### src/rtl/pong_pkg.sv
// Shared pong types and helpers: field width derivation, direction encoding and
// flattened-bus slice offsets. Used by the paddle and ball/collision blocks.
package pong_pkg;

  typedef enum logic [1:0] {DIR_NONE, DIR_UP, DIR_DOWN} dir_t;

  function automatic int y_width(input int height);
    return (height <= 2) ? 1 : $clog2(height);
  endfunction

  // Low bit of element idx in a flattened bus of w-bit elements.
  function automatic int slice_lo(input int idx, input int w);
    return idx * w;
  endfunction

  // Per-channel control pair: [1]=up (+y), [0]=down (-y); both or neither is no move.
  function automatic dir_t decode_dir(input logic [1:0] ctl);
    case (ctl)
      2'b10:   return DIR_UP;
      2'b01:   return DIR_DOWN;
      default: return DIR_NONE;
    endcase
  endfunction

endpackage

### src/rtl/paddle_axis.sv
// One paddle channel: centre-row register with saturating moves on frame ticks
// and hold-to-accelerate step sizing.
module paddle_axis
  import pong_pkg::*;
#(
  parameter int HEIGHT        = 16,
  parameter int PADDLE_HEIGHT = 5,
  parameter int HOLD_TICKS    = 4,
  parameter int MAX_STEP      = 3,
  parameter int Y_W           = 4
) (
  input  logic           clk,
  input  logic           rst_n,
  input  logic           tick,
  input  logic           freeze,
  input  logic           centre_req,
  input  logic [1:0]     ctl,
  output logic [Y_W-1:0] y,
  output logic           at_min,
  output logic           at_max,
  output logic           moving
);

  localparam int HALF = (PADDLE_HEIGHT - 1) / 2;
  localparam int S_W  = $clog2(MAX_STEP + 1);
  localparam int H_W  = (HOLD_TICKS > 1) ? $clog2(HOLD_TICKS) : 1;

  localparam logic [Y_W:0]   Y_MIN     = (Y_W+1)'(HALF);
  localparam logic [Y_W:0]   Y_MAX     = (Y_W+1)'(HEIGHT - 1 - HALF);
  localparam logic [Y_W:0]   Y_CTR     = (Y_W+1)'(HEIGHT / 2);
  localparam logic [S_W-1:0] STEP_ONE  = S_W'(1);
  localparam logic [S_W-1:0] STEP_MAX  = S_W'(MAX_STEP);
  localparam logic [H_W-1:0] HOLD_LAST = H_W'(HOLD_TICKS - 1);

  logic [Y_W-1:0] y_q;
  logic [S_W-1:0] step_q;
  logic [H_W-1:0] hold_q;
  dir_t           last_q;
  logic           moving_q;

  dir_t           dir;
  logic           cont;
  logic [S_W-1:0] step_nx;
  logic [H_W-1:0] hold_nx;
  logic [Y_W:0]   y_ext;
  logic [Y_W:0]   step_ext;
  logic [Y_W:0]   y_move;
  logic [Y_W-1:0] y_nx;

  // A continued press (same direction as the previous tick) counts toward the
  // next step increment; the move on the incrementing tick already uses the new step.
  always_comb begin
    dir     = decode_dir(ctl);
    cont    = (dir != DIR_NONE) && (dir == last_q);
    step_nx = STEP_ONE;
    hold_nx = '0;
    if (cont) begin
      if (hold_q == HOLD_LAST) begin
        hold_nx = '0;
        step_nx = (step_q == STEP_MAX) ? step_q : step_q + STEP_ONE;
      end else begin
        hold_nx = hold_q + 1'b1;
        step_nx = step_q;
      end
    end
    y_ext    = {1'b0, y_q};
    step_ext = (Y_W+1)'(step_nx);
    y_move   = y_ext;
    if (dir == DIR_UP) begin
      y_move = ((y_ext + step_ext) > Y_MAX) ? Y_MAX : (y_ext + step_ext);
    end else if (dir == DIR_DOWN) begin
      y_move = ((y_ext - Y_MIN) >= step_ext) ? (y_ext - step_ext) : Y_MIN;
    end
    y_nx = y_move[Y_W-1:0];
  end

  always_ff @(posedge clk or negedge rst_n) begin
    if (!rst_n) begin
      y_q      <= Y_CTR[Y_W-1:0];
      step_q   <= STEP_ONE;
      hold_q   <= '0;
      last_q   <= DIR_NONE;
      moving_q <= 1'b0;
    end else if (centre_req) begin
      y_q      <= Y_CTR[Y_W-1:0];
      step_q   <= STEP_ONE;
      hold_q   <= '0;
      last_q   <= DIR_NONE;
      moving_q <= 1'b0;
    end else if (freeze) begin
      moving_q <= 1'b0;
    end else if (tick) begin
      y_q      <= y_nx;
      step_q   <= step_nx;
      hold_q   <= hold_nx;
      last_q   <= dir;
      moving_q <= (y_nx != y_q);
    end else begin
      moving_q <= 1'b0;
    end
  end

  assign y      = y_q;
  assign moving = moving_q;
  assign at_min = ({1'b0, y_q} == Y_MIN);
  assign at_max = ({1'b0, y_q} == Y_MAX);

endmodule

### src/rtl/paddle_ctrl_multi.sv
// N-channel paddle controller: slices the flattened control/position buses and
// fans them out to one paddle_axis per paddle.
module paddle_ctrl_multi
  import pong_pkg::*;
#(
  parameter int N_PADDLES     = 2,
  parameter int HEIGHT        = 16,
  parameter int PADDLE_HEIGHT = 5,
  parameter int HOLD_TICKS    = 4,
  parameter int MAX_STEP      = 3,
  localparam int Y_W          = y_width(HEIGHT)
) (
  input  logic                     clk,
  input  logic                     rst_n,
  input  logic                     tick,
  input  logic                     freeze,
  input  logic [2*N_PADDLES-1:0]   controls,
  input  logic [N_PADDLES-1:0]     centre_req,
  output logic [N_PADDLES*Y_W-1:0] paddle_y,
  output logic [N_PADDLES-1:0]     at_min,
  output logic [N_PADDLES-1:0]     at_max,
  output logic [N_PADDLES-1:0]     moving
);

  if (PADDLE_HEIGHT % 2 != 1) begin : g_chk_odd
    $error("PADDLE_HEIGHT must be odd");
  end
  if (PADDLE_HEIGHT > HEIGHT) begin : g_chk_fit
    $error("PADDLE_HEIGHT must not exceed HEIGHT");
  end
  if (MAX_STEP < 1) begin : g_chk_step
    $error("MAX_STEP must be at least 1");
  end
  if (HOLD_TICKS < 1) begin : g_chk_hold
    $error("HOLD_TICKS must be at least 1");
  end

  for (genvar i = 0; i < N_PADDLES; i++) begin : g_ch
    paddle_axis #(
      .HEIGHT        (HEIGHT),
      .PADDLE_HEIGHT (PADDLE_HEIGHT),
      .HOLD_TICKS    (HOLD_TICKS),
      .MAX_STEP      (MAX_STEP),
      .Y_W           (Y_W)
    ) u_axis (
      .clk        (clk),
      .rst_n      (rst_n),
      .tick       (tick),
      .freeze     (freeze),
      .centre_req (centre_req[i]),
      .ctl        (controls[slice_lo(i, 2) +: 2]),
      .y          (paddle_y[slice_lo(i, Y_W) +: Y_W]),
      .at_min     (at_min[i]),
      .at_max     (at_max[i]),
      .moving     (moving[i])
    );
  end

endmodule

### config.mk
export PLATFORM = sky130hd
export DESIGN_NAME = paddle_ctrl_multi
export DESIGN_NICKNAME = d
export VERILOG_FILES = /design/src/rtl/pong_pkg.sv /design/src/rtl/paddle_axis.sv /design/src/rtl/paddle_ctrl_multi.sv
export SDC_FILE = /design/constraint.sdc
export NUM_CORES = 1
export LEC_CHECK = 0
export CORE_ASPECT_RATIO = 0.5
export CORE_MARGIN = 8
export CORE_UTILIZATION = 49
export DETAILED_ROUTE_END_ITERATION = 8
export PLACE_DENSITY = 0.71
export SLEW_MARGIN = 20
export SYNTH_ARGS = -nofsm -noshare
export SYNTH_HDL_FRONTEND = slang
export SYNTH_SLANG_ARGS = --single-unit
### constraint.sdc
create_clock -name clk -period 4.7 [get_ports clk]
set_clock_uncertainty 0.2 [all_clocks]
set_input_delay 0.94 -clock clk [delete_from_list [all_inputs] [get_ports clk]]
set_output_delay 0.94 -clock clk [all_outputs]
set_load 0.01 [all_outputs]
Yosys cells after proc, flatten, opt, wreduce, memory -nomap -nowiden
Index checks and enable logic that the tools add are counted.
{"block": "word_totals", "out_inout_bits": 14, "in_bits": 10, "ff_bits": 22, "word_cells": 104}
{"block": "op_classes", "reduce_logical": 8, "n_mux": 50, "n_addsub": 10, "n_eq_ne": 22, "order_cmp": 4}
{"op": "$mux W2", "n": 28}
{"op": "$mux W4", "n": 14}
{"op": "$eq A2 B2 Y1 const B", "n": 8}
{"op": "$add A4 B2 Y5", "n": 2}
{"op": "$ge A5 B2 Y1", "n": 2}
{"op": "$gt A5 B4 Y1 const B", "n": 2}
{"op": "$sub A4 B2 Y5 const B", "n": 2}
{"op": "$add A2 B1 Y2 const B", "n": 4}
{"op": "$eq A2 B1 Y1 const B", "n": 4}
{"op": "$eq A4 B2 Y1 const B", "n": 2}
{"op": "$eq A4 B4 Y1 const B", "n": 2}
{"op": "$ne A4 B4 Y1", "n": 2}
{"op": "$pmux W2 S2", "n": 2}
{"op": "$reduce_bool A2 Y1", "n": 4}
{"op": "$sub A4 B2 Y4", "n": 2}
{"op": "$mux W1", "n": 6}
{"op": "$eq A2 B2 Y1", "n": 2}
{"op": "$ne A2 B1 Y1 const B", "n": 2}
{"op": "$reduce_and A2 Y1", "n": 2}
{"op": "$logic_and A1 B1 Y1", "n": 2}

Longest topological paths before layout
{"block": "logic_depth", "depth_word": 13, "mapped_depth": 14, "mapped_depth_nobuf": 13}

Cells and area by module
A second synthesis with hierarchy kept.
{"block": "unflattened", "cells_unflattened": 267, "hier_area_um2": 2159.6}
{"mod": "paddle_axis at g_ch[0].u_axis", "seq_area_each_um2": 277.8, "area_each_um2": 1092.3, "cells_each": 134, "n_inst": 1}
{"mod": "paddle_axis at g_ch[1].u_axis", "seq_area_each_um2": 277.8, "area_each_um2": 1067.3, "cells_each": 133, "n_inst": 1}

Least setup slack after synthesis
OpenSTA, ideal clock, no wires.
{"block": "synth_timing", "kind": "input port to flip-flop", "from": "input port controls[2]", "to": "register g_ch[1].u_axis.moving_q", "t_required_ns": 4.401, "arrival_ns": 3.907, "setup_time_ns": 0.099, "cell_stages": 13, "path_slack_ns": 0.493, "cell_sequence": "inv_1 -> ha_1 -> clkbuf_1 -> xor2_1 -> nor4_1 -> inv_1 -> ha_1 -> a21oi_2 -> nor2_2 -> a221oi_4 -> a211oi_1 -> o32a_1 -> a311oi_1"}
{"block": "synth_via", "elab_chain_cells": 13, "word_cells_on_any_way": 21, "classes_between": "2 x add/sub; 2 x order compare; 6 x eq/ne; 9 x mux; 2 x reduce/logical"}
{"element": "from (decl)", "line": "paddle_ctrl_multi.sv:17", "rtl": "input logic [2*N_PADDLES-1:0] controls,"}
{"element": "$eq A2 B1 Y1 or $eq A2 B2 Y1 (tied branches)", "line": "pong_pkg.sv:18", "rtl": "case (ctl)"}
{"element": "$pmux W2 S2 (*)", "line": "pong_pkg.sv:18"}
{"element": "$eq A2 B2 Y1 or $reduce_bool A2 Y1 (tied branches)", "line": "paddle_axis.sv:54", "rtl": "cont = (dir != DIR_NONE) && (dir == last_q);"}
{"element": "$logic_and A1 B1 Y1", "line": "paddle_axis.sv:54"}
{"element": "$mux W2", "line": "paddle_axis.sv:57", "rtl": "if (cont) begin"}
{"element": "$add A4 B2 Y5, or another cell as far along", "line": "paddle_axis.sv:70", "rtl": "y_move = ((y_ext + step_ext) > Y_MAX) ? Y_MAX : (y_ext + step_ext);"}
{"element": "$gt A5 B4 Y1 or $mux W4 (tied branches)", "line": "paddle_axis.sv:70, paddle_axis.sv:72"}
{"element": "$mux W4, on equally long branches", "line": "paddle_axis.sv:70, paddle_axis.sv:71"}
{"element": "$mux W4 (*)", "line": "paddle_axis.sv:69", "rtl": "if (dir == DIR_UP) begin"}
{"element": "$ne A4 B4 Y1 (*)", "line": "paddle_axis.sv:97", "rtl": "moving_q <= (y_nx != y_q);"}
{"element": "$mux W1 (*)", "line": "paddle_axis.sv:92", "rtl": "end else if (tick) begin"}
{"element": "$mux W1 (*)", "line": "paddle_axis.sv:90", "rtl": "end else if (freeze) begin"}
{"element": "$mux W1 (*)", "line": "paddle_axis.sv:84", "rtl": "end else if (centre_req) begin"}
{"element": "to (signal assigned)", "line": "paddle_axis.sv:97"}
{"element": "to (decl)", "line": "paddle_axis.sv:39", "rtl": "logic moving_q;"}
Every way passes the cells marked *; elsewhere a longest branch is shown, timed or not.
A chain may end at the register's enable or synchronous reset.

Final worst setup path
{"block": "layout_timing", "from": "input port controls[1]", "to": "register g_ch[0].u_axis.moving_q"}
{"block": "layout_via", "elab_chain_cells": 13, "word_cells_on_any_way": 21, "classes_between": "2 x add/sub; 2 x order compare; 6 x eq/ne; 9 x mux; 2 x reduce/logical"}
{"element": "$eq A2 B1 Y1 or $eq A2 B2 Y1 (tied branches)", "line": "pong_pkg.sv:18"}
{"element": "$pmux W2 S2 (*)", "line": "pong_pkg.sv:18"}
{"element": "$eq A2 B2 Y1 or $reduce_bool A2 Y1 (tied branches)", "line": "paddle_axis.sv:54"}
{"element": "$logic_and A1 B1 Y1", "line": "paddle_axis.sv:54"}
{"element": "$mux W2", "line": "paddle_axis.sv:57"}
{"element": "$add A4 B2 Y5, or another cell as far along", "line": "paddle_axis.sv:70"}
{"element": "$gt A5 B4 Y1 or $mux W4 (tied branches)", "line": "paddle_axis.sv:70, paddle_axis.sv:72"}
{"element": "$mux W4, on equally long branches", "line": "paddle_axis.sv:70, paddle_axis.sv:71"}
{"element": "$mux W4 (*)", "line": "paddle_axis.sv:69"}
{"element": "$ne A4 B4 Y1 (*)", "line": "paddle_axis.sv:97"}
{"element": "$mux W1 (*)", "line": "paddle_axis.sv:92"}
{"element": "$mux W1 (*)", "line": "paddle_axis.sv:90"}
{"element": "$mux W1 (*)", "line": "paddle_axis.sv:84"}
{"element": "to (signal assigned)", "line": "paddle_axis.sv:97"}
{"element": "to (decl)", "line": "paddle_axis.sv:39"}
Marked as above.

==> impl_metrics.ini <==
[outcome]
outcome = complete, no violations

[timing]
slew_headroom_pct = 37.8
setup_violations = 0
clock.fmax_mhz = 232
final.min_clock_period_ns = 4.31
rsz0062_at_grt = no
tightest_slew_ns = 0.932
fin_ws_ns = 0.392
slew_violations = 0
tns_ns = 0
fin_crit_sh_pct = 91.7
hold_ws_ns = 0.311
timing_hold_violations_final = 0

[setup_path]
slowest_stage = clkdlybuf4s50_1
rr_endpoint = g_ch[0].u_axis.moving
path_max_fanout = 6
arrival_ns = 4.25
start_kind = primary input
worstPathRequired_ns = 4.64
max_stage_delay_ns = 0.48
crit_type = in -> reg
r2r_setup_slack_ns = 1.41
end_kind = register
crit_chain = clkdlybuf4s50_1 -> inv_1 -> ha_1 -> xor2_1 -> nor3_1 -> o21ai_0 -> ha_1 -> nand2b_1 -> a21oi_1 -> nand2_1 -> a31oi_1 -> nor3_1 -> o41a_1
reg2reg_from = g_ch[0].u_axis.hold_q[0]
ff2ff_path_depth = 11

[floorplan]
num_rows = 17
initial_core_util_pct = 50.5
die_w_microns = 111
coreArea_sq_um = 4380
die_h_microns = 63.5
die_area_sq_um = 7060
pin_count = 24

[drt]
avgRoutedWirePerCell_microns = 15.1
drt-vias-per-instance = 5.93
via_count = 2015
drc = 0
wl_microns = 5120
dr.pass1.iters = 4
drtAntennaViolNets = 0
drt_iter0_drc = 130

[clock_network]
root_buffer = clkbuf_8
cts.repair.resized = 0
cts_buffer_depth = 2
insertion_delay_ns = 0.25
htree_levels = 1
holdBufCountCts = 0
cts_tree = yes
post-cts-setup-buffers = 0
cts.reportedPaths.clkPinSlew_ns = 0.08
clock-sinks = 22
cts_buffers = 3

[grt]
first_global_vias = 1875
grt_use_total_pct = 14.1
grt_max_degree = 24
gr-total-overflow = 0
met2_usage_pct = 24.5
grt_use_met1_pct = 17.6
antenna_found_initial = 0
grt_pass1_wl_microns = 8670
use_met3_pct = 2.08
grt-busiest-layer = met2

[synth]
synth_area_sq_um = 2210
synthArstFlopShare_pct = 100
post_synth_num_cell_types = 58
synth_nets = 306
synth.area.top_cells = dfrtp_1 (20%), ha_1 (11%), a21oi_1 (5.9%)
yosys_warnings = 0
synth_edf_count = 0
ys_seq_area_share_pct = 25.1
yosys_register_bits = 22
netlist_instances = 272
synth.top_cell.area_share_pct = 20.3
synth_area_leader_cell = dfrtp_1
synth_ff_type = dfrtp_1
syn_avg_cell_area_sq_um = 8.14

[flow_run]
drv_cap = 0

[placement]
place.port_buffers = 23
dpl-instance-area_sq_um = 2450
routabilityCongestion = 0.931
dp_slack_ns = 0.178
dp_hpwl_microns = 3880

[cells_and_area]
drive_above_1_share_pct = 12.0
post-route-cell-area_sq_um = 2480
fin_nets = 319
num_antenna_cells = 0
synthToLayoutAreaGrowth_pct = 12.2

[power_and_ir_drop]
total_power_uw = 468
worst_ir_drop_vdd_mv = 0.0887
powerDensity_nw_per_um2 = 188
leakage_nw = 1.04

[worst_hold_path]
hp-class = reg -> reg
hp-start = g_ch[1].u_axis.step_q[0]
hold_path_depth = 2
holdPathEnd = g_ch[1].u_axis.step_q[0]
[state kept, by name, summed over array words and instances, names as in the netlist]
name,count
g_ch.u_axis.moving,2
g_ch.u_axis.hold_q,4
g_ch.u_axis.step_q,4
g_ch.u_axis.last_q,4
g_ch.u_axis.y,8
[critical path, delay by kind of cell]
family,cells,cell delay [ns]
buffers and inverters,2,0.54
adders and majority gates,2,0.58
AOI/OAI and AO/OA,4,1.30
xor gates and xnor gates,1,0.18
and+or+nand+nor,4,0.70
[power breakdown]
part / switching (mW) / internal [mW] / leakage (nW)
Combinational: 0.0765 / 0.0649 / 0.725
Sequential: 0.0133 / 0.198 / 0.290
Clock: 0.0587 / 0.0571 / 0.0216
Total: 0.149 / 0.320 / 1.04
[worst max-delay path by stage]
stage,from,to,slack [ns],depth (start not counted)
after CTS,controls[1],g_ch[0].u_axis.moving,0.44,13
after detailed placement,controls[2],g_ch[1].u_axis.moving,0.18,13
after global placement,controls[1],g_ch[0].u_axis.moving,0.22,13
after floorplan,controls[2],g_ch[1].u_axis.moving,0.49,13
final,controls[1],g_ch[0].u_axis.moving,0.39,13
after global routing,controls[1],g_ch[0].u_axis.moving,0.22,12
[layer usage]
metal | routed length (microns) | up-vias
met2 | 2410 | 76
met5 | 0 | -
met4 | 91 | 0
li1 | - | 995
met3 | 277 | 8
met1 | 2340 | 936
[through the flow]
stage / std cells / utilization, %
detailed placement: 337 / 55.9
global route: 340 / 56.7
global placement: 337 / 55.9
floorplan: 272 / -
CTS: 340 / 56.8
finish: 340 / 56.7
[cell families after synthesis]
logic type                 share of synthesized area [%]
AOI/OAI and AO/OA                                   26.2
xor gates and xnor gates                            3.11
adders and majority gates                           14.9
buffers and inverters                               8.47
DFF                                                 25.1
muxes                                               2.03
and+or+nand+nor                                     20.2
[synthesized netlist by cell type (all sizes together) (2+ instances only)]
cell type,count
nor3b,3
fa,4
o211ai,4
a311oi,2
buf,11
a211oi,5
a22oi,2
nand2b,6
nor2,20
nand2,33
nand3b,2
xnor2,2
nand3,4
and2,3
clkbuf,11
o22ai,3
nor4,3
dfrtp,18
o21ai,14
a221oi,4
dfstp,4
ha,20
xor2,5
mux2,4
a21oi,28
inv,18
nor3,11
a31oi,8
a21o,3
[area by class of cell]
type                       instances  area, sq um
tap                               57         71.3
clock buffer                       3         41.3
timing repair buffer              30          278
multi-input combinational        210         1470
fill                             402         1900
inverter                          18         67.6
sequential                        22          556
[layout by cell type, fill, tap and decap left out, types with 2 or more instances in the layout]
cell	Yosys	layout
nor3_1	11	11
dfrtp_1	18	18
a21oi_1	26	26
nor3b_1	2	2
xor2_1	5	5
nor4_1	3	3
nand3b_1	2	2
a31oi_1	8	8
nand2b_1	5	5
inv_1	17	17
fa_1	4	4
nand3_1	4	4
ha_1	20	20
clkbuf_8	0	3
a22oi_1	2	2
o211ai_1	4	4
mux2_2	4	4
and2_2	2	2
o22ai_1	3	3
a311oi_1	2	2
dfstp_2	4	4
nor2_1	19	19
a211oi_1	5	5
a221oi_1	2	2
nand2_1	33	33
o21ai_0	14	14
buf_4	9	7
clkdlybuf4s50_1	0	22
a21o_1	2	2
a21oi_2	2	2
Power figures use the tool's default switching activity.
